**src/rtl/top_clk_v4_pkg.sv**
```systemverilog
// Shared constants and helpers for the hh:mm:ss real-time clock.
// Field limits, field address codes, widths and a load range check.
package top_clk_v4_pkg;

  localparam int SEC_W = 6;
  localparam int MIN_W = 6;
  localparam int HR_W  = 5;

  localparam int SEC_MAX = 59;
  localparam int MIN_MAX = 59;
  localparam int HR_MAX  = 23;

  localparam logic [1:0] ADDR_SEC = 2'b00;
  localparam logic [1:0] ADDR_MIN = 2'b01;
  localparam logic [1:0] ADDR_HR  = 2'b10;

  // True when data is a legal value for the addressed field.
  // The reserved address never qualifies.
  function automatic logic load_ok(
    input logic [1:0] addr,
    input logic [5:0] data
  );
    logic ok;
    ok = 1'b0;
    case (addr)
      ADDR_SEC: ok = (data <= 6'(SEC_MAX));
      ADDR_MIN: ok = (data <= 6'(MIN_MAX));
      ADDR_HR:  ok = (data <= 6'(HR_MAX));
      default:  ok = 1'b0;
    endcase
    return ok;
  endfunction

endpackage

```
**src/rtl/top_clk_v4_mod_n_counter.sv**
```systemverilog
// Loadable modulo-N counter with ripple carry output.
// Ports: clk, reset, inc, load_en, load_val[W-1:0], out[W-1:0], carry.
module mod_n_counter #(
  parameter int N = 60,
  parameter int W = 6
) (
  input  logic         clk,
  input  logic         reset,
  input  logic         inc,
  input  logic         load_en,
  input  logic [W-1:0] load_val,
  output logic [W-1:0] out,
  output logic         carry
);

  localparam logic [W-1:0] LAST = W'(N - 1);

  logic at_last;

  assign at_last = (out == LAST);

  // Carry fires in the cycle this stage wraps, so the
  // next stage advances on the same edge.
  assign carry = inc && at_last;

  always_ff @(posedge clk) begin
    if (reset) begin
      out <= '0;
    end else if (load_en) begin
      out <= load_val;
    end else if (inc) begin
      out <= at_last ? '0 : out + 1'b1;
    end
  end

endmodule

```
**src/rtl/top_clk_v4.sv**
```systemverilog
// 24-hour binary real-time clock: prescaler to 1 Hz tick,
// cascaded mod-60/60/24 counters, per-field preset port.
// Ports: clk, reset, load, addrs[1:0], data_in[5:0],
//        seconds_out[5:0], minutes_out[5:0], hours_out[4:0].
module top_clk_v4
  import top_clk_v4_pkg::*;
#(
  parameter int TICK_DIV = 100_000_000
) (
  input  logic             clk,
  input  logic             reset,
  input  logic             load,
  input  logic [1:0]       addrs,
  input  logic [5:0]       data_in,
  output logic [SEC_W-1:0] seconds_out,
  output logic [MIN_W-1:0] minutes_out,
  output logic [HR_W-1:0]  hours_out
);

  localparam int PW =
    (TICK_DIV > 1) ? $clog2(TICK_DIV) : 1;
  localparam logic [PW-1:0] P_LAST = PW'(TICK_DIV - 1);

  logic [PW-1:0] pcnt;
  logic          tick;
  logic          vload;
  logic          ld_sec;
  logic          ld_min;
  logic          ld_hr;
  logic          inc_sec;
  logic          c_sec;
  logic          c_min;
  logic          c_hr;

  assign tick  = (pcnt == P_LAST);
  assign vload = load && load_ok(addrs, data_in);

  assign ld_sec = vload && (addrs == ADDR_SEC);
  assign ld_min = vload && (addrs == ADDR_MIN);
  assign ld_hr  = vload && (addrs == ADDR_HR);

  // A valid load freezes every field for that edge,
  // even the ones it does not address.
  assign inc_sec = tick && !vload;

  // A valid load restarts the second so the next
  // increment is a full TICK_DIV edges away.
  always_ff @(posedge clk) begin
    if (reset) begin
      pcnt <= '0;
    end else if (vload || tick) begin
      pcnt <= '0;
    end else begin
      pcnt <= pcnt + 1'b1;
    end
  end

  mod_n_counter #(
    .N(SEC_MAX + 1),
    .W(SEC_W)
  ) u_sec (
    .clk      (clk),
    .reset    (reset),
    .inc      (inc_sec),
    .load_en  (ld_sec),
    .load_val (data_in),
    .out      (seconds_out),
    .carry    (c_sec)
  );

  mod_n_counter #(
    .N(MIN_MAX + 1),
    .W(MIN_W)
  ) u_min (
    .clk      (clk),
    .reset    (reset),
    .inc      (c_sec),
    .load_en  (ld_min),
    .load_val (data_in),
    .out      (minutes_out),
    .carry    (c_min)
  );

  mod_n_counter #(
    .N(HR_MAX + 1),
    .W(HR_W)
  ) u_hr (
    .clk      (clk),
    .reset    (reset),
    .inc      (c_min),
    .load_en  (ld_hr),
    .load_val (data_in[4:0]),
    .out      (hours_out),
    .carry    (c_hr)
  );

  // Hours wrap silently; the day carry has no consumer.
  logic unused_day;
  assign unused_day = c_hr;

endmodule

```
**config.mk**
```make
export PLATFORM = sky130hd
export DESIGN_NAME = top_clk_v4
export DESIGN_NICKNAME = d
export VERILOG_FILES = /design/src/rtl/top_clk_v4_pkg.sv /design/src/rtl/top_clk_v4_mod_n_counter.sv /design/src/rtl/top_clk_v4.sv
export SDC_FILE = /design/constraint.sdc
export NUM_CORES = 1
export LEC_CHECK = 0
export BUFFER_PORTS_ARGS = -buffer_cell sky130_fd_sc_hd__buf_2
export CAP_MARGIN = 10
export CORE_AREA = 2 2 70 72
export CTS_BUF_LIST = sky130_fd_sc_hd__clkbuf_8
export CTS_CLUSTER_DIAMETER = 120
export DETAILED_ROUTE_END_ITERATION = 8
export DIE_AREA = 0 0 72 74
export PLACE_DENSITY = 0.85
export SYNTH_ARGS = -nofsm -noshare
export SYNTH_HDL_FRONTEND = slang
export SYNTH_SLANG_ARGS = --single-unit
export TNS_END_PERCENT = 1
```
**constraint.sdc**
```tcl
create_clock -name clk -period 1.7 [get_ports clk]
set_input_delay 0.17 -clock clk [delete_from_list [all_inputs] [get_ports clk]]
set_output_delay 0.17 -clock clk [all_outputs]
set_load 0.005 [all_outputs]
```
# --- Yosys cells after proc, flatten, opt, wreduce, memory -nomap -nowiden ---
# Cells that the tools add are included.
totals:
  mem_bits_ro: 0
  latch_bits: 0
  elab_cells: 41
  in_bits: 11
  output_inout_bits: 17
  mem_count: 0
  ff_bits: 44
  mem_bits_rw: 0
op_classes:
  eq_ne: 6
  n_shift: 0
  bitwise: 0
  div_mod_pow: 0
  order_cmp: 2
  n_addsub: 4
  n_reduce_logical: 15
  muxes: 10
  multipliers: 0
op_table:
  columns: ["operator", "n"]
  rows:
  - ["two-way mux 6 bit", 6]
  - ["adder 27 x 1 -> 27 bit, second input constant", 1]
  - ["== test 27 bit, second input constant", 1]
  - ["two-way mux 5 bit", 3]
  - ["adder 6 x 1 -> 6 bit, second input constant", 2]
  - ["== test 6 bit, second input constant", 2]
  - ["logical AND 1 bit", 7]
  - ["<= comparator 6 x 5 -> 1 bit, second input constant", 1]
  - ["<= comparator 6 bit, second input constant", 1]
  - ["nonzero test 2 bit", 3]
  - ["adder 5 x 1 -> 5 bit, second input constant", 1]
  - ["== test 5 bit, second input constant", 1]
  - ["OR reduction 2 bit", 2]
  - ["== test 2 x 1 -> 1 bit, second input constant", 1]
  - ["== test 2 bit, second input constant", 1]
  - ["logical NOT 2 bit", 1]
  - ["one-hot mux 1 bit (2 select lines)", 1]
  - ["logical NOT 1 bit", 1]
  - ["logical OR 1 bit", 1]

# --- Longest topological paths before layout ---
# Gate-level depths: netlist of the first run.
logic_depth:
  word_depth: 10
  mapped_depth: 7

# --- Modules after synthesis ---
# Synthesis of the first run repeated with hierarchy kept, for this count alone.
unflattened:
  cells_unflattened: 283
  hier_area_um2: 2413.6
modules_own_cells:
  columns: ["module", "area_each_um2", "seq_area_each_um2", "cells_each", "n_inst"]
  rows:
  - ["top_clk_v4", 1363.8, 540.5, 157, 1]
  - ["mod_n_counter at u_min ...", 385.4, 120.1, 46, 2]
  - ["mod_n_counter at u_hr", 279.0, 100.1, 34, 1]

# --- Worst setup path before layout of the first run ---
# No wires, ideal clock.
synth_path:
  path_kind: "reg2reg"
  start: "reg pcnt[0]"
  end: "reg u_sec.out[2]"
  slack_ps: -191
  path_stages_with_launch: 7
  arrival_time_ps: 1800
  setup_time_ps: 91
  path_cell_list: "dfxtp_1 -> ha_1 -> nand4_1 -> nor4_4 -> nand3_2 -> or4_1 -> a311oi_1"
synth_via:
  elab_chain_len: 3
synth_rtl:
  columns: ["item", "line", "text"]
  rows:
  - ["from (decl)", "top_clk_v4.sv:24", "logic [PW-1:0] pcnt;"]
  - ["from (signal assigned)", "top_clk_v4.sv:54", "pcnt <= pcnt + 1'b1;"]
  - ["== test 27 bit", "top_clk_v4.sv:35", "assign tick = (pcnt == P_LAST);"]
  - ["logical AND 1 bit", "top_clk_v4.sv:44", "assign inc_sec = tick && !vload;"]
  - ["nonzero test 2 bit (no line)", null, null]
  - ["to (signal assigned)", "top_clk_v4_mod_n_counter.sv:30", "out <= load_val;"]
  - ["to (signal assigned)", "top_clk_v4_mod_n_counter.sv:32", "out <= at_last ? '0 : out + 1'b1;"]
  - ["to (decl)", "top_clk_v4_mod_n_counter.sv:12", "output logic [W-1:0] out,"]
# Every way passes these cells.
# A chain may end at the register's enable or synchronous reset.

# --- Worst setup path after layout of the first run ---
layout_path:
  start: "reg pcnt[14]"
  end: "reg u_min.out[3]"
layout_via:
  elab_chain_len: 4
layout_rtl:
  columns: ["item", "line", "text"]
  rows:
  - ["== test 27 bit", "top_clk_v4.sv:35", null]
  - ["logical AND 1 bit", "top_clk_v4.sv:44", null]
  - ["logical AND 1 bit", "top_clk_v4_mod_n_counter.sv:24", "assign carry = inc && at_last;"]
  - ["nonzero test 2 bit (no line)", null, null]
  - ["to (signal assigned)", "top_clk_v4_mod_n_counter.sv:30", null]
  - ["to (signal assigned)", "top_clk_v4_mod_n_counter.sv:32", null]
  - ["to (decl)", "top_clk_v4_mod_n_counter.sv:12", null]
# Every way passes these cells.

==> results.md, run 1 <==
* Status: complete, but fails checks
* Failing checks: negative setup slack
* Crit path DAT at 2.17 ns
* Ys flop type: dfxtp_1
* Tmin final at 1.92 ns
* Routability Congestion at 0.996
* R2R cell count at 6
* Synth Cell Area at 2360 um2
* Max_slew headroom at 0.689
* Final worst setup slack at -0.221 ns
* # rows at 25
* Worst VDD drop at 0.493 mV
* Crit-path max FO at 7
* GRT met1 Usage at 0.291
* Crit Reg-Reg Endpoint: u_min.out[3]
* Multiplexer area fraction after synthesis at 0.00424
* Share of layout cells above drive strength 1 at 0.326
* Least-Margin Pin Slew at approximately 0.46 ns
* Final Hold Fails at 0
* Detailed Routing Iterations Pass 1 at 5
* Setup slack, reg-to-reg at -0.22 ns
* Die ar. at 5330 um2
* Die H at 74 um
* Sum Neg Setup Slack at -1.32 ns
* Power Density at between 600 and 700 nW/um2
* Largest net degree at the start of global routing at 18
* Max Buffers Root-to-Sink at 2
* Commonest cells in the synthesized netlist: 48 x nor2_1, 44 x dfxtp_1, 22 x xnor2_1
* Post-synth EDFFs at 0
* FMAX at about 520 MHz
* Global route hottest layer: met2
* Post-Syn Instances at a little under 300
* Largest family of logic cells by synthesized area: simple AND/OR/NAND/NOR gates
* Final setup vio count at 15
* Post-synth ARST share at 0
* Synth warn at 0
* Worst hold slack at approximately 0.2 ns
* Fin cells at 434
* Starting density of the core at 0.514
* PortBufs at 27
* Area Overhead vs Synth at 36.2%
* Dpl cell area at about 3000 um2
* Dpl ws at -0.270 ns
* Compound-Gate Fraction of Synth Area at 0.147
* Final Skew at ~0.011 ns
* Clock latency on the worst-skew pair at about 0.3 ns
* Core area at approximately 4600 um2
* Top cell type's share of synthesized area at 0.373
* Worst Setup Path Type: reg2reg
* ANT nets after route at 0
* Drc violations at 0
* Diode count at 0
* Crit end category: flop
* Final Slew Violations at 0
* Final worst path period share at 1.13
* TritonCTS buffer count at 5
* Via density at 6.02
* Worst min-delay path startpoint: data_in[1]
* Post-DR wirelength/cell at 15.7 um
* Worst Setup Start Kind: flop
* CTS tree: built
* Routed wire length at between 6 and 7 mm
* First DRT Iteration DRCs at 210
* Met2 usage at 0.481
* Total power at slightly below 2 mW
* Syn Nets at roughly 310
* RSZ-0062 raised after global routing: true
* Vias in the first global route at approximately 2500
* Post-Synth Adder-Cell Area at 0.0212
* Final core occ at 0.700
* Die width at between 70 and 80 um
* Min-delay worst type: in2reg
* Antenna violations before repair at 0
* Count leader, synth: nor2_1
* Maxcap violations at 0
* WHS Endpoint: u_hr.out[1]
* Ports at 28
* First-pass GRT wire length at around 11 mm
* GR Overflow Total at 0
* Worst hold stages at 3
* CTS H-tree depth at 2
* Area leader, netlist: dfxtp_1
* NumNets Final at 394
* Register area share after synthesis at 0.373
* Inst Count DP at ~420
* Syn Area/Cell at 8.15 um2
* Clk slew on worst S/H paths at 0.08 ns
* Design area at around 3200 um2
* LEAKAGE at about 1.3 nW
* Clk sinks at 44
* Total GRT Usage at 0.254
* Yosys cell types at 45
* XOR/XNOR Fraction of Synth Area at 0.100
* Required @ worst endpoint at about 2.0 ns
* Vias post-DR at ~2600
* Root buf cell: clkbuf_8
* Ranking of synthesized cells by area: dfxtp_1 37%, xnor2_1 8.2%, nor2_1 7.6%
* DP HPWL at between 4 and 5 mm
* Met3 Use GR at 0.0434
* Simple-Gate Fraction of Synth Area at 0.323
* R2r startpoint: pcnt[14]
* Synthesis-stage register bit count at between 40 and 50
-- critical path, stage by stage, from the launching register on --
cell and delay (ns):
dfxtp_1 0.36, nand4_2 0.15, nor4_4 0.35, nand3_2 0.17, buf_4 0.21, o41ai_2 0.36
o221a_2 0.26
-- power breakdown --
part           switching (mW)  internal, mW
combinational           0.112        0.0950
clock                   0.362         0.325
sequential             0.0185          1.05
total                   0.493          1.47
-- layout by cell type (no fill, tap or decap), types with 7 or more instances in the layout --
| cell | synthesis | layout |
|---|---|---|
| buf_2 | 1 | 27 |
| nand2_1 | 18 | 18 |
| nand3_1 | 14 | 14 |
| o21ai_0 | 10 | 9 |
| nand4_1 | 8 | 8 |
| nor2_1 | 48 | 47 |
| dfxtp_1 | 44 | 42 |
| inv_1 | 9 | 9 |
| xnor2_1 | 22 | 22 |
| buf_4 | 0 | 63 |
| nor4_1 | 12 | 7 |
| nor3b_1 | 7 | 7 |
| nor3_1 | 14 | 12 |
-- kinds of logic (layout without fill, tap and decap cells) --
kind of cell	Yosys count	count (layout)
simple gates	145	145
compound gates	49	49
fa+ha+maj	4	4
buf+inv	20	110
xor+xnor	27	27
flops	44	44
mux	1	1
-- metal layers --
layer  up-vias  part of all wire
met4         0             0.024
met5         -                 0
met3        24             0.068
met1      1232              0.39
met2       116              0.52
li1       1241                 -
-- cell type report --
| class | instances | area (um2) |
|---|---|---|
| Tap cell | 54 | 67.6 |
| Multi-Input combinational cell | 226 | 1500 |
| Fill cell | 350 | 1380 |
| Sequential cell | 44 | 883 |
| Clock buffer | 6 | 82.6 |
| Clock inverter | 2 | 10.0 |
| Inverter | 10 | 37.5 |
| Timing Repair Buffer | 92 | 639 |
-- timing repair --
action                     CTS  global route
setup endpoints to repair   16            44
buffers inserted             0             2
gates resized for setup      9            11
hold endpoints to repair     0             0
hold buffers                 0             0
pin swaps                    6             4
-- worst max path at each step --
| stage | start | endpoint | slack, ns | depth (start not counted) |
|---|---|---|---|---|
| CTS | pcnt[0] | u_sec.out[2] | -0.26 | 6 |
| detailed placement | pcnt[1] | u_sec.out[4] | -0.27 | 6 |
| global placement | pcnt[0] | u_sec.out[2] | -0.15 | 6 |
| floorplan | pcnt[0] | u_sec.out[2] | -0.18 | 6 |
| finish | pcnt[14] | u_min.out[3] | -0.22 | 6 |
| global route | pcnt[0] | u_min.out[3] | -0.33 | 7 |
-- registers in the layout, summed over array words and instances, names as in the netlist --
| signal | flops |
|---|---|
| pcnt | 27 |
| u_sec.out | 6 |
| u_min.out | 6 |
| u_hr.out | 5 |
(Power assumes the default switching activity.)
==> run 2: changes to the inputs <==
==> constraint.sdc (replaced) <==
create_clock -name clk -period 1.7 [get_ports clk]
set_input_delay 0.255 -clock clk [delete_from_list [all_inputs] [get_ports clk]]
set_output_delay 0.255 -clock clk [all_outputs]
set_load 0.005 [all_outputs]
==> results.md, run 2 (same netlist as run 1, synthesis figures left out) <==
* Status: complete, but fails checks
* Failing checks: negative setup slack
* Die H at approximately 74 um
* Vias post-DR at ~2600
* DP HPWL at ~4.9 mm
* Starting density of the core at 0.514
* Final worst setup slack at -0.219 ns
* Die width at 72 um
* Final Skew at ~0.012 ns
* Hold Buf Count CTS at 0
* Worst VDD drop at roughly 0.44 mV
* RSZ-0062 raised after global routing: true
* Routed wire length at ~6.7 mm
* First DRT Iteration DRCs at about 260
* Final Slew Violations at 0
* Commonest non-fill, non-tap cell in the layout: buf_4
* Ports at 28
* Antenna violations before repair at 0
* Worst hold slack at roughly 0.26 ns
* Final setup vio count at 13
* Routability Congestion at slightly above 1
* Sum Neg Setup Slack at -0.847 ns
* Detailed Routing Iterations Pass 1 at 5
* FMAX at about 520 MHz
* Critical Path Max Stage Delay at 0.37 ns
* PortBufs at 27
* Post-CTS Setup Inserts at 0
* Crit path DAT at between 2 and 2.5 ns
* Die ar. at 5330 um2
* Commonest cells after routing, fill and taps aside: 65 x buf_4, 47 x nor2_1, 42 x dfxtp_1
* Worst Setup Path Type: reg2reg
* Via density at around 6
* Drc violations at 0
* Max Buffers Root-to-Sink at 2
* Crit end category: flop
* Clk slew on worst S/H paths at around 0.090 ns
* ANT nets after route at 0
* Post-DR wirelength/cell at about 15 um
* GR Overflow Total at 0
* Slowest cell on the critical path: o41ai_2
* Total GRT Usage at 0.260
* CTS tree: built
* Max reg flops at 27
* Clock latency on the worst-skew pair at around 0.31 ns
* Vias in the first global route at 2423
* CP cell instances: ha_2 -> nand4_1 -> nor4_4 -> nand3_2 -> buf_4 -> o41ai_2 -> o221a_2
* Diode count at 0
* Worst Setup Start Kind: flop
* # rows at 25
* Required @ worst endpoint at ~2 ns
* Share of layout cells above drive strength 1 at 0.340
* Maxcap violations at 0
* Final worst path period share at 1.13
* TritonCTS buffer count at 5
* Max_slew headroom at 0.744
* Least-Margin Pin Slew at between 0.3 and 0.4 ns
* Tmin final at approximately 1.9 ns
* Crit-path max FO at 9
* Biggest register: pcnt
* CTS H-tree depth at 2
* Area Overhead vs Synth at 38.3%
* Final Hold Fails at 0
* Root buf cell: clkbuf_8
* Fillers at around 320
* LEAKAGE at 1.29 nW
* First-pass GRT wire length at around 11 mm
* Clk sinks at 44
* Power Density at between 600 and 700 nW/um2
* Min-delay worst type: in2reg
* Largest net degree at the start of global routing at 24
* Top flop regs: pcnt: 27 flops, u_min.out: 6 flops, u_sec.out: 6 flops
* NumNets Final at just under 400
* Core area at roughly 4600 um2
-- run 2: path summary, 6_finish.rpt --
| kind | start | end | slack (ns) | depth (start not counted) |
|---|---|---|---|---|
| setup / recovery | pcnt[0] | u_min.out[3] | -0.22 | 7 |
| hold / removal | data_in[0] | u_sec.out[0] | 0.26 | 3 |
| setup reg to reg | pcnt[0] | u_min.out[3] | -0.22 | 7 |
| hold reg to reg | pcnt[0] | pcnt[0] | 0.52 | 2 |
-- run 2: worst max-delay path, delay by kind of cell, from the launching register on --
kind            cells  cell delay (ns)
buf+inv             1             0.21
flops               1             0.33
simple gates        3             0.55
compound gates      2             0.61
fa+ha+maj           1             0.17
-- run 2: timing repair --
item / 4_1_cts / 5_1_grt
resized for setup: 10 / 14
setup endpoints to repair: 16 / 25
pin swaps: 3 / 2
-- run 2: stage by stage --
step                cell area [um2]  setup WS, ns  instances  power [mW]   util
floorplan                      2370        -0.180        290        1.18      -
global placement               3060        -0.138        428        1.28  0.665
detailed placement             3060        -0.230        428        1.29  0.665
CTS                            3190        -0.203        436        1.96  0.694
global route                   3270        -0.256        436        2.04  0.711
finish                         3270        -0.219        436        1.97  0.711
-- run 2: cell type report --
cell class                 count  area, um2  share of cell area
sequential                    44        883               0.270
inverter                      10       37.5              0.0115
clock buffer                   6       82.6              0.0253
tap                           54       67.6              0.0207
timing repair buffer          94        663               0.203
multi-input combinational    226       1520               0.466
clock inverter                 2       11.3             0.00345
-- run 2: power by group --
| group | switching, mW | internal (mW) |
|---|---|---|
| registers | 0.0166 | 1.05 |
| logic | 0.110 | 0.0953 |
| clock network | 0.366 | 0.325 |
-- run 2: layer usage --
metal	GRT usage	routed length, um	share of wire
met1	0.306	2740	0.41
met2	0.465	3350	0.50
met3	0.0461	408	0.061
met4	0.122	220	0.033
met5	0	0	0
==> run 3: changes to the inputs <==
--- a/config.mk
+++ b/config.mk
@@ -13,6 +13,7 @@
 export DETAILED_ROUTE_END_ITERATION = 8
 export DIE_AREA = 0 0 72 74
 export PLACE_DENSITY = 0.85
+export RECOVER_POWER = 50
 export SYNTH_ARGS = -nofsm -noshare
 export SYNTH_HDL_FRONTEND = slang
 export SYNTH_SLANG_ARGS = --single-unit
==> results.md, run 3 (same netlist as run 1, synthesis figures left out) <==
* Drc violations at 0
* Vias post-DR at about 2600
* Die ar. at between 5000 and 6000 um2
* Setup slack, reg-to-reg at -0.20 ns
* Final worst setup slack at -0.201 ns
* Final worst path period share at 1.12
* Detailed Routing Iterations Pass 1 at 5
* NumNets Final at 396
* Final Hold Fails at 0
* Biggest register: pcnt
* TritonCTS buffer count at 5
* Fin cells at ~440
* R2R cell count at 7
* Required @ worst endpoint at 1.96 ns
* Starting density of the core at 0.514
* GR Overflow Total at 0
* Post-DR wirelength/cell at 15.3 um
* LEAKAGE at between 1 and 1.5 nW
* First DRT Iteration DRCs at roughly 270
* Max Buffers Root-to-Sink at 2
* Ports at 28
* Root buf cell: clkbuf_8
* Crit path DAT at about 2.2 ns
* Worst VDD drop at roughly 0.44 mV
* DP HPWL at between 4 and 5 mm
* Failing checks: negative setup slack
* Crit-path max FO at 9
* Inst Count DP at roughly 430
* Design area at about 3200 um2
* First-pass GRT wire length at between 10 and 15 mm
* Area Overhead vs Synth at 36.3%
* Crit Reg-Reg Endpoint: u_min.out[3]
* Commonest non-fill, non-tap cell in the layout: buf_4
* Status: complete, but fails checks
* Antenna violations before repair at 0
* # rows at 25
* Tmin final at ~1.9 ns
* Worst Setup Start Kind: flop
* PortBufs at 27
* Final setup vio count at 12
* Least-Margin Pin Slew at ~0.39 ns
* CTS tree: built
* Max reg flops at 27
* Diode count at 0
* Final Skew at approximately 0.010 ns
* Max_slew headroom at 0.741
* Worst hold stages at 3
* Clk sinks at 44
* R2r startpoint: pcnt[0]
* Final Slew Violations at 0
* Dpl cell area at around 3100 um2
* Clk slew on worst S/H paths at ~0.090 ns
* Crit end category: flop
* Die width at 72 um
* Clock latency on the worst-skew pair at a little over 0.3 ns
* Worst hold slack at approximately 0.26 ns
* ANT nets after route at 0
* Die H at between 70 and 80 um
* Routability Congestion at approximately 1.0
* Vias in the first global route at 2423
* Via density at about 6.0
* Sum Neg Setup Slack at -0.759 ns
* Largest net degree at the start of global routing at 24
* RSZ-0062 raised after global routing: true
* Share of layout cells above drive strength 1 at 0.298
* FMAX at roughly 530 MHz
* Worst Setup Path Type: reg2reg
* CP startpoint: pcnt[0]
* Power Density at 607 nW/um2
* Commonest cells after routing, fill and taps aside: 54 x buf_4, 47 x nor2_1, 42 x dfxtp_1
* Core area at about 4600 um2
* CTS H-tree depth at 2
* Routed wire length at 6.68 mm
* CP Capture Point: u_min.out[3]
* Hold Buf Count CTS at 0
* Top flop regs: pcnt: 27 flops, u_min.out: 6 flops, u_sec.out: 6 flops
* Min-delay worst type: in2reg
* Total GRT Usage at 0.260
* Maxcap violations at 0
* Fillers at 342
run 3: layer usage:
layer  global-route usage  vias to the layer above  routed length, um
met1                0.306                     1194               2700
met5                    0                        -                  0
li1                     -                     1254                  -
met2                0.465                      137               3290
met3               0.0461                       31                463
met4                0.122                        0                224
run 3: worst min-delay path by stage:
stage / startpoint / end / slack [ns]
finish: data_in[0] / u_sec.out[0] / 0.26
detailed placement: u_hr.out[1] / u_hr.out[1] / 0.53
CTS: data_in[0] / u_sec.out[0] / 0.26
global route: data_in[0] / u_sec.out[0] / 0.26
floorplan: data_in[3] / u_hr.out[3] / 0.42
global placement: u_hr.out[4] / u_hr.out[4] / 0.52
run 3: cell type report:
type / instances / area, um2 / share of cell area
multi-input cells: 226 / 1520 / 0.473
clock inverters: 2 / 11.3 / 0.00350
well taps: 54 / 67.6 / 0.0210
inverters: 10 / 37.5 / 0.0117
flip-flops and latches: 44 / 883 / 0.274
repair buffers: 94 / 616 / 0.191
clock buffers: 6 / 82.6 / 0.0256
run 3: repair_timing:
item                                    CTS  global route
pin swaps                                 3             2
resized for setup                        10            14
endpoints found under the setup margin   16            25
setup buffers                             0             0
run 3: power by group:
group	internal, mW	leakage, nW	switching (mW)	total [mW]
Clock	0.325	0.0486	0.369	0.693
Sequential	1.05	0.357	0.0164	1.07
Combinational	0.0836	0.815	0.110	0.193
run 3: critical path, stage by stage (launching register included):
cell and delay [ns]:
dfxtp_2 0.33, ha_2 0.17, nand4_1 0.15, nor4_4 0.23, nand3_2 0.17, buf_4 0.21, o41ai_2 0.35, o221a_2 0.25
run 3: metrics by stage:
step,total power [mW],setup slack (ns),util
after detailed placement,1.29,-0.230,0.665
after CTS,1.96,-0.203,0.694
final,1.96,-0.201,0.700
after floorplan,1.18,-0.180,-
after global placement,1.28,-0.138,0.665
after global routing,2.03,-0.256,0.700
